File: src/rtl/bus_dev_fifo.sv
// Bus terminal: host-side TX FIFO toward the bus, address-filtered RX FIFO from the bus.
// Both queues are first-word-fall-through circular buffers with sticky overflow flags.
module bus_dev_fifo_q #(
  parameter int W     = 16,
  parameter int DEPTH = 8,
  localparam int AW   = $clog2(DEPTH)
) (
  input  logic          clk,
  input  logic          reset,
  input  logic          wr_i,
  input  logic [W-1:0]  wdata_i,
  input  logic          rd_i,
  output logic [W-1:0]  rdata_o,
  output logic [AW:0]   cnt_o,
  output logic          full_o,
  output logic          empty_o,
  output logic          ovf_o
);
  localparam logic [AW:0] FULL_CNT = (AW+1)'(DEPTH);

  logic [W-1:0]  mem_q [DEPTH];
  logic [AW-1:0] wptr_q, wptr_d, rptr_q, rptr_d;
  logic [AW:0]   cnt_q, cnt_d;
  logic          ovf_q, ovf_d;
  logic          do_wr, do_rd;

  assign full_o  = (cnt_q == FULL_CNT);
  assign empty_o = (cnt_q == '0);
  assign cnt_o   = cnt_q;
  assign ovf_o   = ovf_q;
  assign rdata_o = mem_q[rptr_q];

  // A write into a full queue is only legal when the head leaves in the same cycle.
  always_comb begin
    do_rd  = rd_i && !empty_o;
    do_wr  = wr_i && (!full_o || rd_i);
    wptr_d = wptr_q;
    rptr_d = rptr_q;
    cnt_d  = cnt_q;
    ovf_d  = ovf_q || (wr_i && full_o && !rd_i);
    if (do_wr) wptr_d = wptr_q + 1'b1;
    if (do_rd) rptr_d = rptr_q + 1'b1;
    case ({do_wr, do_rd})
      2'b10:   cnt_d = cnt_q + 1'b1;
      2'b01:   cnt_d = cnt_q - 1'b1;
      default: cnt_d = cnt_q;
    endcase
  end

  always_ff @(posedge clk or negedge reset) begin
    if (!reset) begin
      wptr_q <= '0;
      rptr_q <= '0;
      cnt_q  <= '0;
      ovf_q  <= 1'b0;
    end else begin
      wptr_q <= wptr_d;
      rptr_q <= rptr_d;
      cnt_q  <= cnt_d;
      ovf_q  <= ovf_d;
    end
  end

  always_ff @(posedge clk) begin
    if (do_wr) mem_q[wptr_q] <= wdata_i;
  end
endmodule

module bus_dev_fifo #(
  parameter int          pckg_sz   = 16,
  parameter int          depth     = 8,
  parameter int          id        = 0,
  parameter logic [7:0]  broadcast = 8'hFF,
  localparam int         CW        = $clog2(depth) + 1
) (
  input  logic               clk,
  input  logic               reset,
  input  logic               wr_en,
  input  logic [pckg_sz-1:0] wr_data,
  output logic               tx_full,
  output logic [CW-1:0]      tx_cnt,
  output logic               pndng,
  output logic [pckg_sz-1:0] D_pop,
  input  logic               pop,
  input  logic               push,
  input  logic [pckg_sz-1:0] D_push,
  input  logic               rd_en,
  output logic [pckg_sz-1:0] rd_data,
  output logic               rx_empty,
  output logic [CW-1:0]      rx_cnt,
  output logic               tx_ovf,
  output logic               rx_ovf,
  output logic [7:0]         rx_drop_cnt
);
  localparam logic [7:0] ID8 = 8'(id);

  logic       tx_empty, rx_full_unused;
  logic       match, rx_wr;
  logic [7:0] drop_q, drop_d;

  assign match = (D_push[pckg_sz-1 -: 8] == ID8) || (D_push[pckg_sz-1 -: 8] == broadcast);
  assign rx_wr = push && match;
  assign pndng = !tx_empty;
  assign rx_drop_cnt = drop_q;

  bus_dev_fifo_q #(.W(pckg_sz), .DEPTH(depth)) u_tx (
    .clk(clk), .reset(reset), .wr_i(wr_en), .wdata_i(wr_data), .rd_i(pop),
    .rdata_o(D_pop), .cnt_o(tx_cnt), .full_o(tx_full), .empty_o(tx_empty), .ovf_o(tx_ovf)
  );

  bus_dev_fifo_q #(.W(pckg_sz), .DEPTH(depth)) u_rx (
    .clk(clk), .reset(reset), .wr_i(rx_wr), .wdata_i(D_push), .rd_i(rd_en),
    .rdata_o(rd_data), .cnt_o(rx_cnt), .full_o(rx_full_unused), .empty_o(rx_empty), .ovf_o(rx_ovf)
  );

  // Mismatch counter saturates rather than wrapping.
  always_comb begin
    drop_d = drop_q;
    if (push && !match && drop_q != 8'hFF) drop_d = drop_q + 8'd1;
  end

  always_ff @(posedge clk or negedge reset) begin
    if (!reset) drop_q <= '0;
    else        drop_q <= drop_d;
  end
endmodule

File: config.mk
export PLATFORM = sky130hd
export DESIGN_NAME = bus_dev_fifo
export DESIGN_NICKNAME = d
export VERILOG_FILES = /design/src/rtl/bus_dev_fifo.sv
export SDC_FILE = /design/constraint.sdc
export NUM_CORES = 1
export LEC_CHECK = 0
export ABC_AREA = 1
export CORE_MARGIN = 8
export CORE_UTILIZATION = 63
export CTS_CLUSTER_DIAMETER = 120
export DETAILED_ROUTE_END_ITERATION = 8
export PLACE_DENSITY = 0.85
export SETUP_SLACK_MARGIN = 0.1
export SLEW_MARGIN = 20
export SYNTH_ARGS = -nofsm -noshare
export SYNTH_HDL_FRONTEND = slang
export SYNTH_SLANG_ARGS = --single-unit
File: constraint.sdc
create_clock -name clk -period 3.3 [get_ports clk]
set_input_delay 0.66 -clock clk [delete_from_list [all_inputs] [get_ports clk]]
set_output_delay 0.66 -clock clk [all_outputs]
set_load 0.01 [all_outputs]
==> flow_summary.yaml, run 1 <==
timing:
  fmax_mhz: 322
  drv_slew: 0
  worst_clock_skew_ns: 0.0125
  rsz0062_at_grt: "yes"
  period_needed_ns: 3.11
  fin_ws_ns: 0.192
  slew_headroom_pct: 47.7
  tightest_slew_ns: 0.780
  setup_tns_ns: 0
  hold_viol: 0
  whs_ns: 0.482
  period_share_pct: 94.2
  setup_viol: 0
global_routing:
  overflow: 0
  grt_pass1_wl_microns: 40400
  grt_pass1_vias: 8045
  antenna_found_initial: 0
  track_usage_pct: 21.4
  grt_max_degree: 67
power:
  swShare_pct: 34.6
  p_seq_share_pct: 37.1
  p_switching_w: 0.00424
  comb_power_share_pct: 38.2
  total_power_w: 0.0123
  p_int_w: 0.00803
  power_density_mw_per_mm2: 869
  leakagePower_nw: 5.17
  ir_worst_vdd_mv: 0.668
  clkPwrFrac_pct: 24.7
critical_path:
  critPathMaxFanout: 28
  worstSetupStartpointType: "flop"
  r2r_cells: 9
  critical_path_class: "reg2out"
  rr_startpoint: "u_rx.cnt_o[1]$_DFFE_PN0P_"
  crit_path_end_kind: "output pin"
  worstPathArrival_ns: 2.45
  rrSetupSlack_ns: 1.09
  required_ns: 2.64
  timing.rr.end: "u_rx.cnt_o[3]$_DFFE_PN0P_"
placed_design:
  post-place-ws_ns: 0.149
  dpl.hpwl_microns: 14700
  port_buffers: 90
  placed_area_sq_mm: 0.0131
  place.gp.congestion: 0.766
die:
  start_util_pct: 63.8
  die_w_microns: 153
  core_area_sq_mm: 0.0186
  row_count: 50
  dieArea_sq_mm: 0.0235
  ioPinCount: 91
  fp.dieH_microns: 153
worst_hold_path:
  min-delay-start: "u_tx.ovf_o$_DFF_PN0_"
  holdPathEnd: "u_tx.ovf_o$_DFF_PN0_"
  min_path_cells: 1
  hold_class: "reg2reg"
routing:
  dr_total_vias: 8007
  wire_per_inst_microns: 19.0
  first_pass_iters: 5
  drc: 0
  drt_iter0_markers: 714
  avgViaCountPerCell: 5.78
  drtAntennaViolNets: 0
  drt_wl_total_microns: 26300
cts:
  root_buffer: "clkbuf_16"
  path_clk_slew_ns: 0.06
  clk_latency_ns: 0.53
  cts_tree: "done"
  clock_sinks: 286
  cts_max_level: 1
  cts_made_buffers: 28
  clock_path_buffers: 3
synth:
  syn_area_sq_mm: 0.0119
  ys.warnings.count: 0
  yosysTopAreaCell: "edfxtp_1"
  synth_cells: 1019
  synth_top_area_share_pct: 64.7
  synth_nets: 1070
  ys_seq_area_share_pct: 71.0
  synth-seq-cells: 286
  avgSynthCellArea_sq_um: 11.7
  synth_cell_types: 29
  synth_area_leaders: "edfxtp_1 (65%), nor2_1 (6.8%), dfrtp_1 (6.3%), o21ai_0 (5.5%), nand2_1 (5.2%)"
finish:
  syn_to_final_growth_pct: 18.8
  final_common_cell: "edfxtp_1"
  drive_gt1_share_pct: 9.29
  final_cell_mix: "edfxtp_1 (256), nor2_1 (215), nand2_1 (164), o21ai_0 (130), clkdlybuf4s50_1 (90)"
  stdcell_area_sq_mm: 0.0141
  fin_nets: 1181
  n_fill_cell: 1068
  antenna_cells: 0
job:
  drv_cap: 0
status:
  status: "complete, no violations"
sequential cells by signal (all words and copies together), names as in the netlist:
name / cells
u_tx.wptr_q: 3
u_tx.ovf_o: 1
u_rx.wptr_q: 3
u_tx.mem_q: 128
u_rx.rptr_q: 3
rx_drop_cnt: 8
u_rx.ovf_o: 1
u_rx.cnt_o: 4
u_tx.cnt_o: 4
u_rx.mem_q: 128
u_tx.rptr_q: 3
Yosys cell counts:
cell / count
a21oi_1: 1
clkbuf_1: 8
nor2_2: 9
or2_4: 1
nand3_1: 15
edfxtp_1: 256
dfrtp_1: 30
nand4_2: 3
o21ai_0: 130
nand2_2: 5
buf_2: 26
o21ai_1: 68
o21ai_4: 1
inv_2: 1
fa_1: 2
xor2_1: 13
ha_1: 11
nor4_1: 1
nand4_4: 1
clkinv_1: 2
xnor2_1: 6
buf_4: 11
clkbuf_2: 4
o21bai_1: 2
nor2_1: 215
nand4_1: 3
nand2_1: 164
nand3_2: 2
inv_1: 28
per-stage QoR:
stage / cells / util, %
final: 1386 / 75.8
after floorplan: 1019 / -
after global placement: 1328 / 70.3
after global routing: 1386 / 75.8
after detailed placement: 1328 / 70.3
after CTS: 1380 / 75.1
final cells by class:
cell class | instances | area, sq um | area share (%)
Tap cell | 234 | 293 | 2.07
Inverter | 31 | 120 | 0.850
Sequential cell | 286 | 8440 | 59.8
Clock inverter | 5 | 26.3 | 0.186
Clock buffer | 47 | 873 | 6.18
Multi-Input combinational cell | 653 | 3070 | 21.7
Timing Repair Buffer | 130 | 1300 | 9.21
worst max-delay path, cell delays in order (launching register included):
cell and delay, ns:
dfrtp_2 0.43, clkinvlp_4 0.17, buf_4 0.20, clkbuf_16 0.20, o21ai_1 0.16, o21ai_1 0.08
nand2_1 0.06, nand2_1 0.09, clkdlybuf4s50_1 0.51
worst max-delay path by stage:
stage,start,end,depth (start not counted)
after floorplan,D_push[10],u_rx.mem_q[0][0]$_DFFE_PP_,5
after detailed placement,D_push[10],u_rx.cnt_o[3]$_DFFE_PN0P_,11
after global placement,D_push[10],u_rx.cnt_o[3]$_DFFE_PN0P_,11
after global routing,u_rx.rptr_q[1]$_DFFE_PN0P_,rd_data[0],6
after CTS,u_tx.rptr_q[0]$_DFFE_PN0P_,D_pop[5],8
final,u_rx.rptr_q[0]$_DFFE_PN0P_,rd_data[8],8
power groups by stage:
stage,clock (W),combinational [W],sequential (W)
2_1_floorplan,0,0.00270,0.00457
3_3_place_gp,0,0.00426,0.00458
3_5_place_dp,0,0.00442,0.00459
4_1_cts,0.00305,0.00449,0.00453
5_1_grt,0.00320,0.00520,0.00458
6_report,0.00304,0.00469,0.00455
per-layer routing:
metal	wire (microns)	share of wire [%]	vias up	track usage, %
li1	-	-	3747	-
met1	10400	39	3850	26.6
met2	13400	51	374	37.0
met3	2090	7.9	36	3.83
met4	461	1.7	0	7.84
met5	0	0	-	0
cells by family after synthesis:
family          Yosys count  synth area share, %
flops                   286                 71.0
xor+xnor                 19                 1.40
simple gates            419                 14.3
compound gates          202                 8.64
buf+inv                  80                 3.19
fa+ha+maj                13                 1.49
timing repair:
action / in CTS / in global routing
gates resized for setup: 2 / 12
setup endpoints to repair: 15 / 29
gates cloned: 0 / 2
buffers inserted: 0 / 4
hold buffers: 0 / 0
(Power assumes the default switching activity.)
==> inputs of run 2 (changes only) <==
--- a/config.mk
+++ b/config.mk
@@ -5,12 +5,12 @@
 export SDC_FILE = /design/constraint.sdc
 export NUM_CORES = 1
 export LEC_CHECK = 0
-export ABC_AREA = 1
-export CORE_MARGIN = 8
-export CORE_UTILIZATION = 63
+export ABC_AREA = 0
+export CORE_MARGIN = 5
+export CORE_UTILIZATION = 62
 export CTS_CLUSTER_DIAMETER = 120
 export DETAILED_ROUTE_END_ITERATION = 8
-export PLACE_DENSITY = 0.85
+export PLACE_DENSITY = 0.84
 export SETUP_SLACK_MARGIN = 0.1
 export SLEW_MARGIN = 20
 export SYNTH_ARGS = -nofsm -noshare
==> run 2 against run 1 <==
Against the previous run:
- count of clock-buffer cells in the layout down 19
- cell area is 0.83% lower
- combinational power down 19%
- clock power increased by 9.5%
- critical path depth is 4 lower
- flip-flop and latch count is the same
==> flow_summary.yaml, run 2 <==
timing:
  period_share_pct: 96.6
  hold_viol: 0
  slew_headroom_pct: 62.4
  period_needed_ns: 3.19
  fmax_mhz: 314
  tightest_slew_ns: 0.561
  drv_slew: 0
  worst_clock_skew_ns: 0.0291
  setup_viol: 0
  rsz0062_at_grt: "yes"
synth:
  avgSynthCellArea_sq_um: 21.7
  synth_cell_types: 40
  ys_seq_area_share_pct: 73.5
  synth_cells: 529
  synth_most_common_cell: "edfxtp_1"
  synth_edf_count: 256
  synthArstFlopShare_pct: 10.5
  synth_area_leaders: "edfxtp_1 (67%), mux4_1 (11%), dfrtp_1 (6.5%), mux2_2 (3.4%), mux4_2 (2.7%)"
  synth_top_area_share_pct: 66.9
  ys.warnings.count: 0
  yosysTopAreaCell: "edfxtp_1"
  synth_common_cells: "edfxtp_1 (256), mux4_1 (50), mux2_2 (35)"
  syn_area_sq_mm: 0.0115
  synth-seq-cells: 286
  synth_nets: 580
  ys.flop_type: "edfxtp_1"
routing:
  avgViaCountPerCell: 6.29
  drtAntennaViolNets: 0
  drt_wl_total_microns: 25400
  dr_total_vias: 5853
  wire_per_inst_microns: 27.3
  first_pass_iters: 4
  drt_iter0_markers: 524
  drc: 0
cts:
  path_clk_slew_ns: 0.06
  cts_hold_buffers: 0
  clk_latency_ns: 0.56
  clock_sinks: 286
  cts_max_level: 1
  cts_tree: "done"
  clock_path_buffers: 3
  cts_made_buffers: 28
  root_buffer: "clkbuf_16"
die:
  fp.dieH_microns: 146
  row_count: 49
  core_area_sq_mm: 0.0181
  ioPinCount: 91
  die_w_microns: 146
  dieArea_sq_mm: 0.0213
  start_util_pct: 63.5
status:
  status: "complete, no violations"
finish:
  n_fill_cell: 912
  final_common_cell: "edfxtp_1"
  stdcell_area_sq_mm: 0.0140
  syn_to_final_growth_pct: 22.0
  antenna_cells: 0
  drive_gt1_share_pct: 24.8
  stdcell_count: 930
  final_cell_mix: "edfxtp_1 (256), clkdlybuf4s50_1 (61), mux4_1 (43), buf_4 (41), mux2_2 (35)"
  fin_nets: 730
worst_hold_path:
  hold_class: "reg2reg"
  min_path_cells: 1
critical_path:
  endpoint: "rd_data[13]"
  critPathMaxFanout: 5
  worstPathArrival_ns: 2.53
  rrSetupSlack_ns: 0.64
  worstSetupStartpointType: "flop"
  crit_path_end_kind: "output pin"
  required_ns: 2.64
  startpoint: "u_rx.rptr_q[0]$_DFFE_PN0P_"
  timing.rr.end: "u_tx.cnt_o[3]$_DFFE_PN0P_"
  rr_startpoint: "u_tx.cnt_o[0]$_DFFE_PN0P_"
  critical_path_class: "reg2out"
  r2r_cells: 10
placed_design:
  place.gp.congestion: 0.754
  dpl.hpwl_microns: 13400
  port_buffers: 90
  placed_area_sq_mm: 0.0129
  dp.cells: 863
power:
  leakagePower_nw: 4.93
  swShare_pct: 29.0
  p_int_w: 0.00836
  ir_worst_vdd_mv: 0.562
  clkPwrFrac_pct: 28.3
  p_switching_w: 0.00342
  comb_power_share_pct: 32.1
  p_seq_share_pct: 39.7
  power_density_mw_per_mm2: 841
global_routing:
  grt_pass1_vias: 6199
  antenna_found_initial: 0
  track_usage_pct: 23.9
  grt_max_degree: 35
  overflow: 0
  grt_pass1_wl_microns: 38200
job:
  drv_cap: 0
## run 2: kinds of logic after synthesis
kind of cell | synth area share (%)
DFF | 73.5
muxes | 17.8
and+or+nand+nor | 3.24
buffers and inverters | 1.62
xor gates and xnor gates | 1.75
adders and majority gates | 1.55
AOI/OAI and AO/OA | 0.556
## run 2: timing repair
action                                  CTS  global route
gates cloned                              1             1
endpoints found under the setup margin   32             4
pin swaps                                 0             0
setup buffers                             4             9
resized for setup                        38             3
## run 2: per-layer routing
metal	wire length (microns)	up-vias	global-route usage [%]
met5	0	-	0
met4	733	0	7.62
met3	1860	45	4.93
met2	12800	277	38.9
met1	9990	3023	33.4
li1	-	2508	-
## run 2: worst min-delay path by stage
stage,to,slack (ns),from
2_1_floorplan,rx_drop_cnt[0]$_DFFE_PN0P_,0.36,reset
3_5_place_dp,u_tx.ovf_o$_DFF_PN0_,0.46,u_tx.ovf_o$_DFF_PN0_
5_1_grt,u_rx.ovf_o$_DFF_PN0_,0.50,u_rx.ovf_o$_DFF_PN0_
3_3_place_gp,u_tx.ovf_o$_DFF_PN0_,0.44,u_tx.ovf_o$_DFF_PN0_
6_report,u_tx.ovf_o$_DFF_PN0_,0.47,u_tx.ovf_o$_DFF_PN0_
4_1_cts,u_tx.cnt_o[1]$_DFFE_PN0P_,0.48,reset
## run 2: area by class of cell
type | count | area (sq um) | area share, %
multi-input cells | 211 | 2900 | 20.7
clock inverters | 24 | 260 | 1.86
flip-flops and latches | 286 | 8440 | 60.3
clock buffers | 28 | 701 | 5.00
repair buffers | 141 | 1380 | 9.82
well taps | 229 | 287 | 2.05
inverters | 11 | 41.3 | 0.295
## run 2: power groups by stage
stage | combinational (W) | clock [W] | sequential, W
floorplan | 0.00222 | 0 | 0.00466
global placement | 0.00357 | 0 | 0.00467
detailed placement | 0.00369 | 0 | 0.00471
CTS | 0.00370 | 0.00335 | 0.00467
global route | 0.00403 | 0.00357 | 0.00471
finish | 0.00378 | 0.00333 | 0.00467
## run 2: worst max-delay path, cell delays in order (launching register included)
cell,delay [ns]
dfrtp_2,0.47
buf_4,0.16
mux4_1,0.56
mux2_2,0.28
clkdlybuf4s50_1,0.49
## run 2: through the flow
| stage | utilization (%) | setup TNS (ns) | hold WS [ns] | setup WS [ns] | total power (W) |
|---|---|---|---|---|---|
| final | 77.4 | 0 | 0.470 | 0.113 | 0.0118 |
| after global routing | 77.4 | 0 | 0.504 | 0.0769 | 0.0123 |
| after CTS | 76.9 | 0 | 0.481 | 0.0384 | 0.0117 |
| after detailed placement | 71.5 | -0.0197 | 0.461 | -0.0197 | 0.00840 |
| after global placement | 71.5 | 0 | 0.442 | 0.0532 | 0.00824 |
| after floorplan | - | -11.40 | 0.364 | -0.271 | 0.00688 |
==> inputs of run 3 (changes only) <==
--- a/config.mk
+++ b/config.mk
@@ -7,10 +7,11 @@
 export LEC_CHECK = 0
 export ABC_AREA = 0
 export CORE_MARGIN = 5
-export CORE_UTILIZATION = 62
+export CORE_UTILIZATION = 60
 export CTS_CLUSTER_DIAMETER = 120
 export DETAILED_ROUTE_END_ITERATION = 8
-export PLACE_DENSITY = 0.84
+export GPL_TIMING_DRIVEN = 1
+export PLACE_DENSITY = 0.82
 export SETUP_SLACK_MARGIN = 0.1
 export SLEW_MARGIN = 20
 export SYNTH_ARGS = -nofsm -noshare
==> run 3 against run 2 <==
Against the previous run:
- via count down 1.1%
- fmax about the same
- sequential power about the same
- count of clock-buffer cells in the layout up 15
- global-route usage down 1.6 points
- total power down 1.8%
- cell area about the same
- worst hold slack worse by 0.0066 ns
- die area up 3.1%
- critical endpoint is now D_pop[14]
- largest power group unchanged
- highest routed layer unchanged
==> flow_summary.yaml, run 3 (synthesized netlist as in run 2, its figures left out) <==
status:
  status: "complete, no violations"
critical_path:
  cp_num_buf_inv: 3
  slowest_delay_ns: 0.51
  crit_path_top_delay_cell: "mux4_2"
  required_ns: 2.64
  path_cells: "buf_12, buf_16, mux4_2, mux2_2, clkdlybuf4s50_1"
  crit_path_end_kind: "output pin"
  critical_path_class: "reg2out"
  critPathTopFamily: "multiplexers"
  critPathMaxFanout: 9
  worstPathArrival_ns: 2.53
  worstSetupStartpointType: "flop"
cts:
  clock_sinks: 286
  cts_made_buffers: 28
  cts_hold_buffers: 0
  cts_max_level: 1
  cts_tree: "done"
  clk_latency_ns: 0.52
  root_buffer: "clkbuf_16"
  clock_path_buffers: 3
  path_clk_slew_ns: 0.06
timing:
  fin_ws_ns: 0.113
  tightest_slew_ns: 0.577
  fmax_mhz: 314
  worst_clock_skew_ns: 0.0146
  period_share_pct: 96.6
  rsz0062_at_grt: "yes"
  setup_tns_ns: 0
  hold_viol: 0
  setup_viol: 0
  period_needed_ns: 3.19
  slew_headroom_pct: 61.4
  drv_slew: 0
global_routing:
  grt_pass1_wl_microns: 36700
  overflow: 0
  grt_max_degree: 35
  track_usage_pct: 22.3
  grt_pass1_vias: 6135
  antenna_found_initial: 1
routing:
  drt_iter0_markers: 356
  wire_per_inst_microns: 25.9
  drtAntennaViolNets: 0
  avgViaCountPerCell: 6.18
  first_pass_iters: 5
  drt_wl_total_microns: 24200
  dr_total_vias: 5788
  drc: 0
finish:
  drive_gt1_share_pct: 23.1
  fin_nets: 732
  final_common_cell: "edfxtp_1"
  n_fill_cell: 968
  final_cell_mix: "edfxtp_1 (256), clkdlybuf4s50_1 (65), mux4_1 (46), buf_4 (42), mux2_2 (35)"
  syn_to_final_growth_pct: 22.1
  fin_util_pct: 74.7
power:
  p_int_w: 0.00830
  leakagePower_nw: 4.99
  comb_power_share_pct: 33.7
  swShare_pct: 28.3
  p_seq_share_pct: 40.4
  p_switching_w: 0.00327
  ir_worst_vdd_mv: 0.552
  clkPwrFrac_pct: 25.8
  power_density_mw_per_mm2: 826
placed_design:
  dpl.hpwl_microns: 13200
  post-place-ws_ns: 0.0408
  place.gp.congestion: 0.764
  port_buffers: 90
die:
  dieArea_sq_mm: 0.0220
  fp.dieH_microns: 148
  row_count: 50
  core_area_sq_mm: 0.0188
  die_w_microns: 148
  ioPinCount: 91
  start_util_pct: 61.2
worst_hold_path:
  hold_class: "reg2reg"
job:
  drv_cap: 0
-- run 3: timing repair --
action	4_1_cts	5_1_grt
setup endpoints to repair	31	21
pin swaps	0	0
cloned	3	1
buffers inserted	6	8
gates resized for setup	22	13
-- run 3: worst reg2reg max path, cell delays in order (launching register included) --
cell,delay [ns]
dfrtp_1,0.45
or4_4,0.56
nand2_1,0.16
inv_1,0.10
ha_1,0.24
ha_1,0.28
a21o_1,0.18
a21oi_1,0.18
xnor2_1,0.14
nor2_1,0.07
xor2_1,0.14
-- run 3: power by group through the flow --
stage	clock (W)	combinational, W	sequential, W
after detailed placement	0	0.00366	0.00472
final	0.00299	0.00390	0.00468
after CTS	0.00301	0.00383	0.00467
after global routing	0.00321	0.00418	0.00472
after floorplan	0	0.00222	0.00466
after global placement	0	0.00356	0.00468
-- run 3: worst paths after layout --
kind / startpoint / end / slack [ns] / depth (start not counted)
setup / recovery: u_tx.rptr_q[0]$_DFFE_PN0P_ / D_pop[14] / 0.11 / 5
hold / removal: u_tx.ovf_o$_DFF_PN0_ / u_tx.ovf_o$_DFF_PN0_ / 0.46 / 1
setup reg to reg: u_tx.cnt_o[0]$_DFFE_PN0P_ / u_tx.cnt_o[3]$_DFFE_PN0P_ / 0.68 / 10
hold reg to reg: u_tx.ovf_o$_DFF_PN0_ / u_tx.ovf_o$_DFF_PN0_ / 0.46 / 1
max in group asynchronous: reset / u_rx.rptr_q[0]$_DFFE_PN0P_ / 2.47 / 2
min in group asynchronous: reset / u_tx.ovf_o$_DFF_PN0_ / 0.52 / 2
-- run 3: layer usage --
metal / up-vias / global-route usage [%] / share of wire (%)
met3: 43 / 3.60 / 6.0
met1: 2971 / 30.6 / 40
li1: 2508 / - / -
met5: - / 0 / 0
met2: 266 / 37.2 / 51
met4: 0 / 7.76 / 2.6
-- run 3: area by class of cell --
cell class | count | area [sq um] | area share (%)
Antenna cell | 1 | 2.50 | 0.0179
Clock buffer | 43 | 798 | 5.69
Clock inverter | 7 | 60.1 | 0.428
Inverter | 11 | 41.3 | 0.295
Multi-Input combinational cell | 211 | 2920 | 20.8
Sequential cell | 286 | 8440 | 60.2
Tap cell | 234 | 293 | 2.09
Timing Repair Buffer | 143 | 1460 | 10.4
-- run 3: stage by stage --
step / hold slack [ns] / cells / total power [W] / area [sq um]
3_5_place_dp: 0.448 / 867 / 0.00838 / 12900
6_report: 0.463 / 936 / 0.0116 / 14000
2_1_floorplan: 0.364 / 529 / 0.00688 / 11500
5_1_grt: 0.493 / 936 / 0.0121 / 14000
4_1_cts: 0.466 / 926 / 0.0115 / 13900
3_3_place_gp: 0.440 / 867 / 0.00824 / 12900
